**config.mk**
```make
export PLATFORM = sky130hd
export DESIGN_NAME = drop_controller
export DESIGN_NICKNAME = d
export VERILOG_FILES = /design/src/rtl/drop_controller.sv
export SDC_FILE = /design/constraint.sdc
export NUM_CORES = 1
export LEC_CHECK = 0
export BUFFER_PORTS_ARGS = -buffer_cell sky130_fd_sc_hd__buf_2
export CAP_MARGIN = 15
export CELL_PAD_IN_SITES_DETAIL_PLACEMENT = 1
export CELL_PAD_IN_SITES_GLOBAL_PLACEMENT = 2
export CORE_ASPECT_RATIO = 0.75
export CORE_MARGIN = 2
export CORE_UTILIZATION = 25
export CTS_BUF_LIST = sky130_fd_sc_hd__clkbuf_16
export DETAILED_ROUTE_END_ITERATION = 6
export GPL_ROUTABILITY_DRIVEN = 0
export GPL_TIMING_DRIVEN = 0
export PLACE_DENSITY = 0.71
export SLEW_MARGIN = 20
export SYNTH_ARGS = -nofsm -noshare
export SYNTH_HDL_FRONTEND = slang
export SYNTH_SLANG_ARGS = --single-unit
```
**constraint.sdc**
```tcl
create_clock -name clk -period 5.2 [get_ports clk]
set_input_delay 0.26 -clock clk [delete_from_list [all_inputs] [get_ports clk]]
set_output_delay 0.26 -clock clk [all_outputs]
set_load 0.005 [all_outputs]
```
**src/rtl/drop_controller.sv**
```systemverilog
// Connect Four turn/move sequencer: validates column drops, hands legal pieces to the
// piece drawer via start/done, then updates column occupancy, move count and player.
module drop_controller #(
  parameter int NUM_COLS = 7,
  parameter int NUM_ROWS = 6
) (
  input  logic                         clk,
  input  logic                         reset,
  input  logic                         clear,
  input  logic                         game_over,
  input  logic                         move_valid,
  input  logic [2:0]                   move_col,
  output logic                         move_ready,
  output logic                         draw_start,
  output logic [2:0]                   draw_row,
  output logic [2:0]                   draw_col,
  output logic                         draw_player,
  input  logic                         draw_done,
  output logic                         illegal,
  output logic                         piece_placed,
  output logic                         cur_player,
  output logic                         board_full,
  output logic [5:0]                   move_count,
  output logic [NUM_COLS*NUM_ROWS-1:0] col_occ
);

  localparam logic [2:0] LAST_COL = 3'(NUM_COLS - 1);
  localparam logic [2:0] BOT_ROW  = 3'(NUM_ROWS - 1);
  localparam logic [5:0] CELLS    = 6'(NUM_COLS * NUM_ROWS);

  typedef enum logic [2:0] {S_IDLE, S_CHECK, S_DRAW, S_WAIT, S_UPDATE} state_t;

  state_t                       state_q, state_d;
  logic [2:0]                   col_q, col_d;
  logic [NUM_COLS*NUM_ROWS-1:0] occ_q, occ_d;
  logic [5:0]                   cnt_q, cnt_d;
  logic                         player_q, player_d;
  logic                         full_q, full_d;
  logic [2:0]                   row_q, row_d;
  logic [2:0]                   dcol_q, dcol_d;
  logic                         dplayer_q, dplayer_d;
  logic                         start_q, start_d;
  logic                         illegal_q, illegal_d;
  logic                         placed_q, placed_d;

  logic [NUM_ROWS-1:0] sel_occ, in_occ;
  logic [2:0]          sel_cnt;

  assign move_ready   = (state_q == S_IDLE) && !game_over && !full_q;
  assign draw_start   = start_q;
  assign draw_row     = row_q;
  assign draw_col     = dcol_q;
  assign draw_player  = dplayer_q;
  assign illegal      = illegal_q;
  assign piece_placed = placed_q;
  assign cur_player   = player_q;
  assign board_full   = full_q;
  assign move_count   = cnt_q;
  assign col_occ      = occ_q;

  always_comb begin
    state_d   = state_q;
    col_d     = col_q;
    occ_d     = occ_q;
    cnt_d     = cnt_q;
    player_d  = player_q;
    full_d    = full_q;
    row_d     = row_q;
    dcol_d    = dcol_q;
    dplayer_d = dplayer_q;
    start_d   = 1'b0;
    illegal_d = 1'b0;
    placed_d  = 1'b0;

    // Column muxes built by compare so an out-of-range column simply selects nothing.
    sel_occ = '0;
    in_occ  = '0;
    for (int c = 0; c < NUM_COLS; c++) begin
      if (col_q == 3'(c))    sel_occ = occ_q[c*NUM_ROWS +: NUM_ROWS];
      if (move_col == 3'(c)) in_occ  = occ_q[c*NUM_ROWS +: NUM_ROWS];
    end
    sel_cnt = '0;
    for (int r = 0; r < NUM_ROWS; r++) sel_cnt = sel_cnt + 3'(sel_occ[r]);

    case (state_q)
      S_IDLE: begin
        if (move_valid && move_ready) begin
          col_d     = move_col;
          // Legality is resolved at accept so the reject pulse lands in the CHECK cycle.
          illegal_d = (move_col > LAST_COL) || in_occ[NUM_ROWS-1];
          state_d   = S_CHECK;
        end
      end
      S_CHECK: begin
        if (illegal_q) begin
          state_d = S_IDLE;
        end else begin
          row_d     = BOT_ROW - sel_cnt;
          dcol_d    = col_q;
          dplayer_d = player_q;
          start_d   = 1'b1;
          state_d   = S_DRAW;
        end
      end
      S_DRAW: state_d = S_WAIT;
      S_WAIT: begin
        if (draw_done) begin
          placed_d = 1'b1;
          state_d  = S_UPDATE;
        end
      end
      S_UPDATE: begin
        for (int c = 0; c < NUM_COLS; c++)
          if (col_q == 3'(c)) occ_d[c*NUM_ROWS +: NUM_ROWS] = {sel_occ[NUM_ROWS-2:0], 1'b1};
        cnt_d    = cnt_q + 6'd1;
        player_d = ~player_q;
        full_d   = (cnt_q + 6'd1) == CELLS;
        state_d  = S_IDLE;
      end
      default: state_d = S_IDLE;
    endcase
  end

  always_ff @(posedge clk) begin
    if (reset || clear) begin
      state_q   <= S_IDLE;
      col_q     <= '0;
      occ_q     <= '0;
      cnt_q     <= '0;
      player_q  <= 1'b0;
      full_q    <= 1'b0;
      row_q     <= '0;
      dcol_q    <= '0;
      dplayer_q <= 1'b0;
      start_q   <= 1'b0;
      illegal_q <= 1'b0;
      placed_q  <= 1'b0;
    end else begin
      state_q   <= state_d;
      col_q     <= col_d;
      occ_q     <= occ_d;
      cnt_q     <= cnt_d;
      player_q  <= player_d;
      full_q    <= full_d;
      row_q     <= row_d;
      dcol_q    <= dcol_d;
      dplayer_q <= dplayer_d;
      start_q   <= start_d;
      illegal_q <= illegal_d;
      placed_q  <= placed_d;
    end
  end

endmodule
```
==> results.md, run 1 <==
* Slowest Stage Delay on Critical Path at 790 ps
* Placed inst area at 3679 um2
* Kind of critical path: reg -> reg
* Core area at 12260 um2
* Avg Vias per Cell at 4.746
* Final Util at 0.3254
* First-pass GRT wire length at 15.52 mm
* # DRC at 0
* Port Buffers at 68
* First-pass detailed-route iteration total at 4
* Min-delay worst type: in -> reg
* Clock Sinks at 66
* Layout cell share with drive strength beyond 1 at 0.2597
* CTS max path bufs at 2
* Hold-fix buffers at CTS at 0
* Synth Warn # at 0
* Post-route ant nets at 0
* Area contributors post-synth: dfxtp_1, mux2i_1, nor2_1, mux4_2, a21oi_1
* Syn avg cell area at 9.544 um2
* Reg clk slew, reported paths at 50 ps
* DP Cell Count at 562
* CP endpoint kind: flip-flop
* Vias in the first global route at 2797
* Max-Cap Viols at 0
* Postcts setup bufs at 0
* Most frequent cells in the layout: buf_2, dfxtp_1, nor2_1
* Final Hold Viols at 0
* CTS Buf Count at 9
* RSZ-0062 raised after global routing: false
* Commonest non-fill, non-tap cell in the layout: buf_2
* Status: finished clean
* Crit path DAT at 4060 ps
* Routed WL at 9.564 mm
* Largest net degree at the start of global routing at 12
* R2R Setup Slk at 1340 ps
* Die Height at 100.9 um
* Final min period at 3862 ps
* Max Clk Rate at 0.2589 GHz
* Area of the mapped netlist at 3131 um2
* Design Area, Final at 3990 um2
* N_diodes at 0
* Setup TNS at 0 ps
* Area leader, netlist: dfxtp_1
* Chip Width at 133.2 um
* Pre-CTS setup slack at 1340 ps
* WP data required at 5400 ps
* CP cell instances: buf_4, buf_2, o21ai_0, a221oi_1, o22a_1, fa_1, inv_1, fa_1, ha_1, inv_1, ha_1, mux2i_1, nor2_1
* Leak at 0.001654 uW
* Fin nets at 425
* Post-cts resize count at 0
* IO Pins at 70
* Final cell count without fillers at 578
* Synth Instances at 328
* Core Rows at 35
* DR iter-0 viols at 150
* Yosys reg bits at 66
* Worst vdd ir at 0.0001600 V
* DIE AREA at 13440 um2
* PD cells at 295.9 nW/um2
* Sequential cell area fraction in the yosys report at 0.4221
* H-tree depth at 3
* Grt ovf at 0
* Fin crit share at 0.7427
* Synth unique cells at 50
* Starting Density at 0.2553
* Later-pin clock latency in the skew report at 340 ps
* Critical Path Start Type: flip-flop
* Fin worst setup slack at 1338 ps
* Wire per inst at 16.55 um
* Initial antenna violation count at 0
* Slew @ Worst Pin at 897.5 ps
* Crit-path max FO at 10
* HPWL after detailed placement at 7.275 mm
* Post-synth top area share at 0.4221
* Slowest-stage cell, CP: a221oi_1
* CTS tree: done
* Final Max Tran Viols at 0
* Clk_skew at 8.543 ps
* Root buffer cell: clkbuf_16
* Vias at 2743
* Area Growth Syn to Fin at 27.46%
* Gr usage total at 0.1522
* Slew margin rel. at 0.4017
* Mapped Nets at 346
* # setup viols final at 0
-- flip-flops by register name, indices dropped and copies added (netlist names), 3 cells and up --
signal and flops:
state_q 3, col_q 3, col_occ 42, draw_col 3, draw_row 3, move_count 6
-- synthesized netlist by cell type (all sizes together) --
master   count
o21ai       17
a2111oi      1
inv         13
mux4         4
dfxtp       66
o22ai        2
ha           6
buf         11
mux2         6
nor2b        2
nand2        8
a211oi       6
or4          1
nand3b       1
xor2         5
fa           3
or2          2
a21oi       15
nand4bb      1
o31ai        1
a22oi        2
mux2i       39
or3b         3
and3         1
nor4b        4
nor2        57
nand3        7
nand4        3
o22a         2
o21a         1
nand2b       2
clkbuf      14
a221oi       2
nor3         5
nor4         3
or3          1
a31oi        1
nor3b        2
xnor2        3
a2bb2oi      2
and2         1
o2bb2ai      2
-- worst max-delay path, delay by kind of cell (launching register included) --
family                   cells  cell delay (ps)
flip-flops                   1              330
AND/OR/NAND/NOR              1               50
buffers and inverters        4              650
AO/OA/AOI/OAI                3             1280
multiplexers                 1              130
adder cells (fa/ha/maj)      4             1270
-- power breakdown --
group / switching (uW) / leakage, uW / total, uW / internal (uW)
Clock: 218 / 0.000152 / 632 / 414
Combinational: 26.4 / 0.000971 / 39.8 / 13.5
Sequential: 1.25 / 0.000532 / 509 / 507
-- through the flow --
step                      hold slack (ps)  total power (uW)
final                               204.3              1181
after CTS                           204.4              1195
after global routing                209.6              1226
after global placement              456.3             559.4
after detailed placement            464.3             560.1
after floorplan                     403.9             544.8
-- metal layers --
metal / share of wire / wire [um] / GRT usage / vias to the layer above
li1: - / - / - / 1313
met5: 0 / 0 / 0 / -
met1: 0.49 / 4705 / 0.2102 / 1363
met3: 0.049 / 465 / 0.04072 / 9
met4: 0.011 / 103 / 0.04173 / 0
met2: 0.45 / 4289 / 0.2356 / 58
-- cells by family (layout without fill, tap and decap cells) --
| kind of cell | count (synthesis) | after routing | synth area share |
|---|---|---|---|
| AND/OR/NAND/NOR | 104 | 104 | 0.1767 |
| flip-flops | 66 | 66 | 0.4221 |
| AO/OA/AOI/OAI | 54 | 54 | 0.1079 |
| multiplexers | 49 | 49 | 0.1751 |
| buffers and inverters | 38 | 122 | 0.05276 |
| adder cells (fa/ha/maj) | 9 | 9 | 0.04317 |
| XOR/XNOR | 8 | 8 | 0.02238 |
-- layout make-up --
type	instances	area, um2
Buffer	25	116.4
Clock buffer	9	225.2
Clock inverter	7	86.33
Fill cell	1462	8272
Inverter	13	48.80
Multi-Input combinational cell	224	1644
Sequential cell	66	1321
Tap cell	166	207.7
Timing Repair Buffer	68	340.3
-- path summary, 6_finish.rpt --
check,from,endpoint,cells after the start
worst max-delay path,col_q[1],draw_row[1],13
worst min-delay path,move_col[0],col_q[0],3
worst min register to register,col_occ[30],col_occ[30],2
worst max register to register,col_q[1],draw_row[1],13
Power figures use the tool's default switching activity.
==> inputs of run 2 (changes only) <==
--- a/config.mk
+++ b/config.mk
@@ -5,6 +5,7 @@
 export SDC_FILE = /design/constraint.sdc
 export NUM_CORES = 1
 export LEC_CHECK = 0
+export ABC_AREA = 1
 export BUFFER_PORTS_ARGS = -buffer_cell sky130_fd_sc_hd__buf_2
 export CAP_MARGIN = 15
 export CELL_PAD_IN_SITES_DETAIL_PLACEMENT = 1
@@ -16,7 +17,7 @@
 export DETAILED_ROUTE_END_ITERATION = 6
 export GPL_ROUTABILITY_DRIVEN = 0
 export GPL_TIMING_DRIVEN = 0
-export PLACE_DENSITY = 0.71
+export PLACE_DENSITY = 0.8
 export SLEW_MARGIN = 20
 export SYNTH_ARGS = -nofsm -noshare
 export SYNTH_HDL_FRONTEND = slang
==> constraint.sdc (replaced) <==
create_clock -name clk -period 3.45 [get_ports clk]
set_input_delay 0.1725 -clock clk [delete_from_list [all_inputs] [get_ports clk]]
set_output_delay 0.1725 -clock clk [all_outputs]
set_load 0.005 [all_outputs]
==> results.md, run 2 <==
* Status: finished clean (unchanged)
* Starting Density at 0.2548 (was 0.2553)
* DP Cell Count at 632 (was 562)
* FFs w/ async S/R, synth at 0 (unchanged)
* Port Buffers at 69 (was 68)
* Final Max Tran Viols at 0 (unchanged)
* Final Util at 0.3286 (was 0.3254)
* CTS tree: done (unchanged)
* DIE AREA at 12640 um2 (was 13440 um2)
* CP Buf/Inv Count at 4 (unchanged)
* CTS max path bufs at 2 (unchanged)
* CP most frequent cell: inv_1
* Synth cell count leaders: nor2_1, dfxtp_1, o21ai_0, inv_1, a21oi_1 (was dfxtp_1, nor2_1, mux2i_1, a21oi_1, clkbuf_1)
* Max-Cap Viols at 0 (unchanged)
* Clock Sinks at 66 (unchanged)
* Clock share of power at 0.493 (was 0.536)
* Placed inst area at 3486 um2 (was 3679 um2)
* Final min period at 3235 ps (was 3862 ps)
* Final cell count without fillers at 651 (was 578)
* Fin worst setup slack at 214.7 ps (was 1338 ps)
* Area Growth Syn to Fin at 28.96% (was 27.46%)
* Sequential power share at 0.469 (was 0.431)
* Clk_skew at 4.853 ps (was 8.543 ps)
* Hold depth at 2 (was 3)
* Synth unique cells at 26 (was 50)
* # DRC at 0 (unchanged)
* Final Hold Viols at 0 (unchanged)
* Crit-path max FO at 9 (was 10)
* Hold-fix buffers at CTS at 0 (unchanged)
* Reg clk slew, reported paths at 60 ps (was 50 ps)
* Area contributors post-synth: dfxtp_1, nor2_1, o21ai_0, inv_1, a21oi_1 (was dfxtp_1, mux2i_1, nor2_1, mux4_2, a21oi_1)
* N_diodes at 0 (unchanged)
* Wire per inst at 16.42 um (was 16.55 um)
* Layout filler cell count at 1443 (was 1462)
* Psw at 386.6 uW (was 245.8 uW)
* Design Area, Final at 3789 um2 (was 3990 um2)
* R2r worst-path depth at 13 (unchanged)
* EDFF count, synth at 0 (unchanged)
* Routed WL at 10.69 mm (was 9.564 mm)
* First-pass GRT wire length at 16.39 mm (was 15.52 mm)
* Fin crit share at 0.9378 (was 0.7427)
* Post-synth top area share at 0.4497 (was 0.4221)
* Avg Vias per Cell at 4.671 (was 4.746)
* Die Height at 97.88 um (was 100.9 um)
* Yosys reg bits at 66 (unchanged)
* Vias in the first global route at 2964 (was 2797)
* Max FFs per register at 42 (unchanged)
* H-tree depth at 3 (unchanged)
* CTS Buf Count at 9 (unchanged)
* PD cells at 433.3 nW/um2 (was 295.9 nW/um2)
* Largest net degree at the start of global routing at 11 (was 12)
* Main flop type after synthesis: dfxtp_1 (unchanged)
* Kind of critical path: reg -> reg (unchanged)
* Layout cell share with drive strength beyond 1 at 0.2025 (was 0.2597)
* # setup viols final at 0 (unchanged)
* WP data required at 3680 ps (was 5400 ps)
* Slew margin rel. at 0.4989 (was 0.4017)
* Min-delay worst type: in -> reg (unchanged)
* Fin nets at 502 (was 425)
* Slowest-stage cell, CP: fa_1 (was a221oi_1)
* HPWL after detailed placement at 7.777 mm (was 7.275 mm)
* First-pass detailed-route iteration total at 4 (unchanged)
* P_int at 1255 uW (was 934.7 uW)
* Max Clk Rate at 0.3091 GHz (was 0.2589 GHz)
* Vias at 3041 (was 2743)
* Area of the mapped netlist at 2938 um2 (was 3131 um2)
* Mapped Nets at 419 (was 346)
* Grt ovf at 0 (unchanged)
* RSZ-0062 raised after global routing: false (unchanged)
* Area leader, netlist: dfxtp_1 (unchanged)
* Combinational Power Share at 0.038 (was 0.034)
* Initial antenna violation count at 0 (unchanged)
* CP endpoint kind: flip-flop (unchanged)
* Core area at 11530 um2 (was 12260 um2)
* Gr usage total at 0.1710 (was 0.1522)
* Worst vdd ir at 0.0002042 V (was 0.0001600 V)
* Crit path DAT at 3460 ps (was 4060 ps)
* Root buffer cell: clkbuf_16 (unchanged)
* Slew @ Worst Pin at 751.6 ps (was 897.5 ps)
* Critical Path Start Type: flip-flop (unchanged)
* Crit-path leading delay family: adder cells (was compound AO/OA/AOI/OAI gates)
* Core Rows at 34 (was 35)
* WP depth at 13 (unchanged)
* Later-pin clock latency in the skew report at 330 ps (was 340 ps)
* Syn avg cell area at 7.326 um2 (was 9.544 um2)
* Chip Width at 129.2 um (was 133.2 um)
* Synth Instances at 401 (was 328)
* Net Sw Frac at 0.2355 (was 0.2082)
* Most frequent cells in the layout: nor2_1, buf_2, dfxtp_1 (was buf_2, dfxtp_1, nor2_1)
* Commonest non-fill, non-tap cell in the layout: nor2_1 (was buf_2)
* Sequential cell area fraction in the yosys report at 0.4497 (was 0.4221)
* IO Pins at 70 (unchanged)
* DR iter-0 viols at 211 (was 150)
* Pre-CTS setup slack at -170.0 ps (was 1340 ps)
* Post-route ant nets at 0 (unchanged)
* Leak at 0.001737 uW (was 0.001654 uW)
* Slowest Stage Delay on Critical Path at 530 ps (was 790 ps)
* Most frequent cell after synthesis: nor2_1 (was dfxtp_1)
* CP cell instances: buf_6, nor3_2, nand2_1, nand4_1, inv_1, fa_1, inv_1, ha_1, fa_1, inv_1, ha_1, o21ai_0, nor2_1 (was buf_4, buf_2, o21ai_0, a221oi_1, o22a_1, fa_1, inv_1, fa_1, ha_1, inv_1, ha_1, mux2i_1, nor2_1)
* Setup TNS at 0 ps (unchanged)
* Synth Warn # at 0 (unchanged)
-- run 2: cell types whose count changed after synthesis, sizes merged, moves of 4 or more --
cell / delta
inv: +39
mux2i: -39
o21ai: +37
nor2: +31
a21oi: +23
nand2: +23
nand4: +14
nand3: +12
clkbuf: -8
mux2: -6
a211oi: -5
mux4: -4
nor4b: -4
-- run 2: worst reg2reg max path: stages (launching register included) --
cell and delay (ps):
dfxtp_1 300, buf_6 140, nor3_2 470, nand2_1 100, nand4_1 190, inv_1 90, fa_1 530, inv_1 60
ha_1 190, fa_1 500, inv_1 40, ha_1 280, o21ai_0 170, nor2_1 50
-- run 2: power by group through the flow --
| stage | clock (uW) | sequential [uW] | combinational [uW] |
|---|---|---|---|
| after floorplan | 0 | 786 | 33.3 |
| after global placement | 0 | 786 | 58.9 |
| after detailed placement | 0 | 786 | 60.3 |
| after CTS | 826 | 770 | 60.7 |
| after global routing | 867 | 771 | 68.9 |
| final | 809 | 770 | 62.0 |
-- run 2: worst paths after layout --
check                                    to        start  slack, ps
worst max-delay path            draw_row[1]     col_q[1]        210
worst min-delay path                illegal  move_col[0]         60
worst max register to register  draw_row[1]     col_q[1]        210
worst min register to register  draw_row[1]  draw_row[1]        490
-- run 2: layout make-up --
| type | count | area (um2) | share of cell area |
|---|---|---|---|
| well taps | 162 | 202.7 | 0.05350 |
| multi-input cells | 269 | 1360 | 0.3590 |
| clock inverters | 7 | 28.78 | 0.007596 |
| inverters | 52 | 198.9 | 0.05251 |
| repair buffers | 72 | 367.9 | 0.09709 |
| plain buffers | 14 | 81.33 | 0.02147 |
| flip-flops and latches | 66 | 1324 | 0.3494 |
| clock buffers | 9 | 225.2 | 0.05945 |
-- run 2: kinds of logic (layout without fill, tap and decap cells) --
family                     count (synthesis)  count (layout)  share of synthesized area
AOI/OAI and AO/OA                         97              97                     0.1687
xor gates and xnor gates                   5               5                    0.01491
buffers and inverters                     66             154                    0.09242
and+or+nand+nor                          158             158                     0.2283
adders and majority gates                  9               9                    0.04600
DFF                                       66              66                     0.4497
-- run 2: metal layers --
layer | vias to the layer above | GRT usage | routed length (um)
met5 | - | 0 | 0
met3 | 7 | 0.05479 | 862
met1 | 1453 | 0.2476 | 5165
li1 | 1480 | - | -
met4 | 0 | 0.03512 | 76
met2 | 101 | 0.2482 | 4586
-- run 2: repair_timing --
action,in CTS,in global routing
setup endpoints to repair,2,2
gates resized for setup,0,10
pin swaps,3,1
setup buffers,3,0
-- run 2: metrics by stage --
step / hold WS (ps) / total power [uW]
finish: 63.08 / 1642
global route: 66.82 / 1707
CTS: 51.56 / 1656
detailed placement: 405.9 / 846.7
global placement: 419.6 / 845.1
floorplan: 268.4 / 818.9
==> inputs of run 3 (changes only) <==
--- a/config.mk
+++ b/config.mk
@@ -14,10 +14,11 @@
 export CORE_MARGIN = 2
 export CORE_UTILIZATION = 25
 export CTS_BUF_LIST = sky130_fd_sc_hd__clkbuf_16
+export CTS_CLUSTER_SIZE = 16
 export DETAILED_ROUTE_END_ITERATION = 6
 export GPL_ROUTABILITY_DRIVEN = 0
 export GPL_TIMING_DRIVEN = 0
-export PLACE_DENSITY = 0.8
+export PLACE_DENSITY = 0.71
 export SLEW_MARGIN = 20
 export SYNTH_ARGS = -nofsm -noshare
 export SYNTH_HDL_FRONTEND = slang
==> results.md, run 3 (synthesized netlist as in run 2, its figures left out) <==
* CTS max path bufs at 2 (unchanged)
* Core Rows at 34 (unchanged)
* Status: finished clean (unchanged)
* Critical path endpoint: draw_row[1] (unchanged)
* Later-pin clock latency in the skew report at 340 ps (was 330 ps)
* First-pass detailed-route iteration total at 4 (unchanged)
* Kind of critical path: reg -> reg (unchanged)
* PD cells at 470.3 nW/um2 (was 433.3 nW/um2)
* Most frequent cells in the layout: nor2_1, buf_2, dfxtp_1 (unchanged)
* Worst vdd ir at 0.0002116 V (was 0.0002042 V)
* R2r startpoint: col_q[2] (was col_q[1])
* Area Growth Syn to Fin at 31.43% (was 28.96%)
* Placed inst area at 3486 um2 (unchanged)
* Final min period at 3294 ps (was 3235 ps)
* DIE AREA at 12640 um2 (unchanged)
* Starting Density at 0.2548 (unchanged)
* Core area at 11530 um2 (unchanged)
* Max Clk Rate at 0.3035 GHz (was 0.3091 GHz)
* Slew @ Worst Pin at 736.4 ps (was 751.6 ps)
* Vias in the first global route at 2988 (was 2964)
* Reg clk slew, reported paths at 60 ps (about the same)
* CP endpoint kind: flip-flop (unchanged)
* CTS tree: done (unchanged)
* Worst Setup SP: col_q[2] (was col_q[1])
* Crit-path max FO at 10 (was 9)
* IO Pins at 70 (unchanged)
* Final Util at 0.3349 (was 0.3286)
* CP most frequent cell: inv_1 (unchanged)
* Crit-path leading delay family: adder cells (unchanged)
* Crit path DAT at 3520 ps (was 3460 ps)
* Min-delay worst type: in -> reg (unchanged)
* Wire per inst at 16.69 um (was 16.42 um)
* # DRC at 0 (unchanged)
* HPWL after detailed placement at 7.856 mm (was 7.777 mm)
* DP Cell Count at 632 (unchanged)
* Fin crit share at 0.9549 (was 0.9378)
* R2R Setup Slk at 160 ps (was 210 ps)
* Clk_skew at 6.621 ps (was 4.853 ps)
* CP Buf/Inv Count at 6 (was 4)
* RSZ-0062 raised after global routing: false (unchanged)
* DR iter-0 viols at 142 (was 211)
* Layout cell share with drive strength beyond 1 at 0.2127 (was 0.2025)
* Hold depth at 2 (unchanged)
* Grt ovf at 0 (unchanged)
* WP depth at 16 (was 13)
* Largest net degree at the start of global routing at 13 (was 11)
* Final cell count without fillers at 651 (unchanged)
* Worst r2r dst: draw_row[1] (unchanged)
* # setup viols final at 0 (unchanged)
* Initial antenna violation count at 0 (unchanged)
* CTS Buf Count at 9 (unchanged)
* Port Buffers at 69 (unchanged)
* Chip Width at 129.2 um (unchanged)
* Commonest non-fill, non-tap cell in the layout: nor2_1 (unchanged)
* Slowest Stage Delay on Critical Path at 500 ps (was 530 ps)
* Max FFs per register at 42 (unchanged)
* CP cell instances: inv_2, buf_4, buf_6, nand4_1, nand3_1, nor2_1, nand4_1, inv_1, fa_1, inv_1, ha_1, fa_1, inv_1, ha_1, o21ai_1, nor2_1 (was buf_6, nor3_2, nand2_1, nand4_1, inv_1, fa_1, inv_1, ha_1, fa_1, inv_1, ha_1, o21ai_0, nor2_1)
* Layout filler cell count at 1434 (was 1443)
* Root buffer cell: clkbuf_16 (unchanged)
* N_diodes at 0 (unchanged)
* Avg Vias per Cell at 4.639 (was 4.671)
* Fin nets at 502 (unchanged)
* Power, Total at 1816 uW (was 1642 uW)
* Design Area, Final at 3861 um2 (was 3789 um2)
* Slew margin rel. at 0.5072 (was 0.4989)
* Leak at 0.001752 uW (was 0.001737 uW)
* Routed WL at 10.87 mm (was 10.69 mm)
* Clock Sinks at 66 (unchanged)
* Slowest-stage cell, CP: fa_1 (unchanged)
* R2r worst-path depth at 16 (was 13)
* H-tree depth at 3 (unchanged)
* Post-route ant nets at 0 (unchanged)
* Vias at 3020 (was 3041)
* Final Hold Viols at 0 (unchanged)
* Die Height at 97.88 um (unchanged)
* Critical Path Start Type: flip-flop (unchanged)
* Gr usage total at 0.1806 (was 0.1710)
* Final Max Tran Viols at 0 (unchanged)
* Max-Cap Viols at 0 (unchanged)
* WP data required at 3680 ps (about the same)
* First-pass GRT wire length at 16.98 mm (was 16.39 mm)
run 3: report_power, final:
group          internal (uW)  switching [uW]  total, uW
logic                   18.1            43.5       61.7
clock network            630             354        984
registers                767            3.80        770
total                   1420             401       1820
run 3: what timing repair did:
item                                    4_1_cts  5_1_grt
resized for setup                             3        9
endpoints found under the setup margin        2        2
buffers inserted                              3        0
pin swaps                                     3        2
hold buffers                                  0        0
gates cloned                                  0        0
run 3: metrics by stage:
stage                     worst slack (ps)  hold WS (ps)  TNS, ps
final                                155.6         56.74        0
after global routing                 15.36         60.68        0
after CTS                            43.49         41.87        0
after detailed placement            -227.9         400.1   -360.8
after global placement              -179.8         406.8   -270.6
after floorplan                      472.7         268.4        0
run 3: area by class of cell:
cell class,instances,area [um2],share of cell area
repair buffers,72,367.9,0.09527
well taps,162,202.7,0.05250
clock inverters,7,93.84,0.02430
clock buffers,9,225.2,0.05833
plain buffers,14,81.33,0.02106
flip-flops and latches,66,1324,0.3428
multi-input cells,269,1371,0.3552
inverters,52,195.2,0.05055
run 3: worst min path at each step:
stage	start	to	slack (ps)
CTS	move_col[0]	illegal	40
floorplan	move_col[0]	illegal	270
detailed placement	move_col[0]	illegal	400
finish	move_col[0]	illegal	60
global route	move_col[0]	illegal	60
global placement	move_col[0]	illegal	410
run 3: metal layers:
metal / global-route usage / routed length, um / share of wire / up-vias
li1: - / - / - / 1479
met1: 0.2701 / 5659 / 0.52 / 1459
met2: 0.2563 / 4525 / 0.42 / 73
met3: 0.04384 / 583 / 0.054 / 9
met4: 0.04933 / 99 / 0.0091 / 0
met5: 0 / 0 / 0 / -
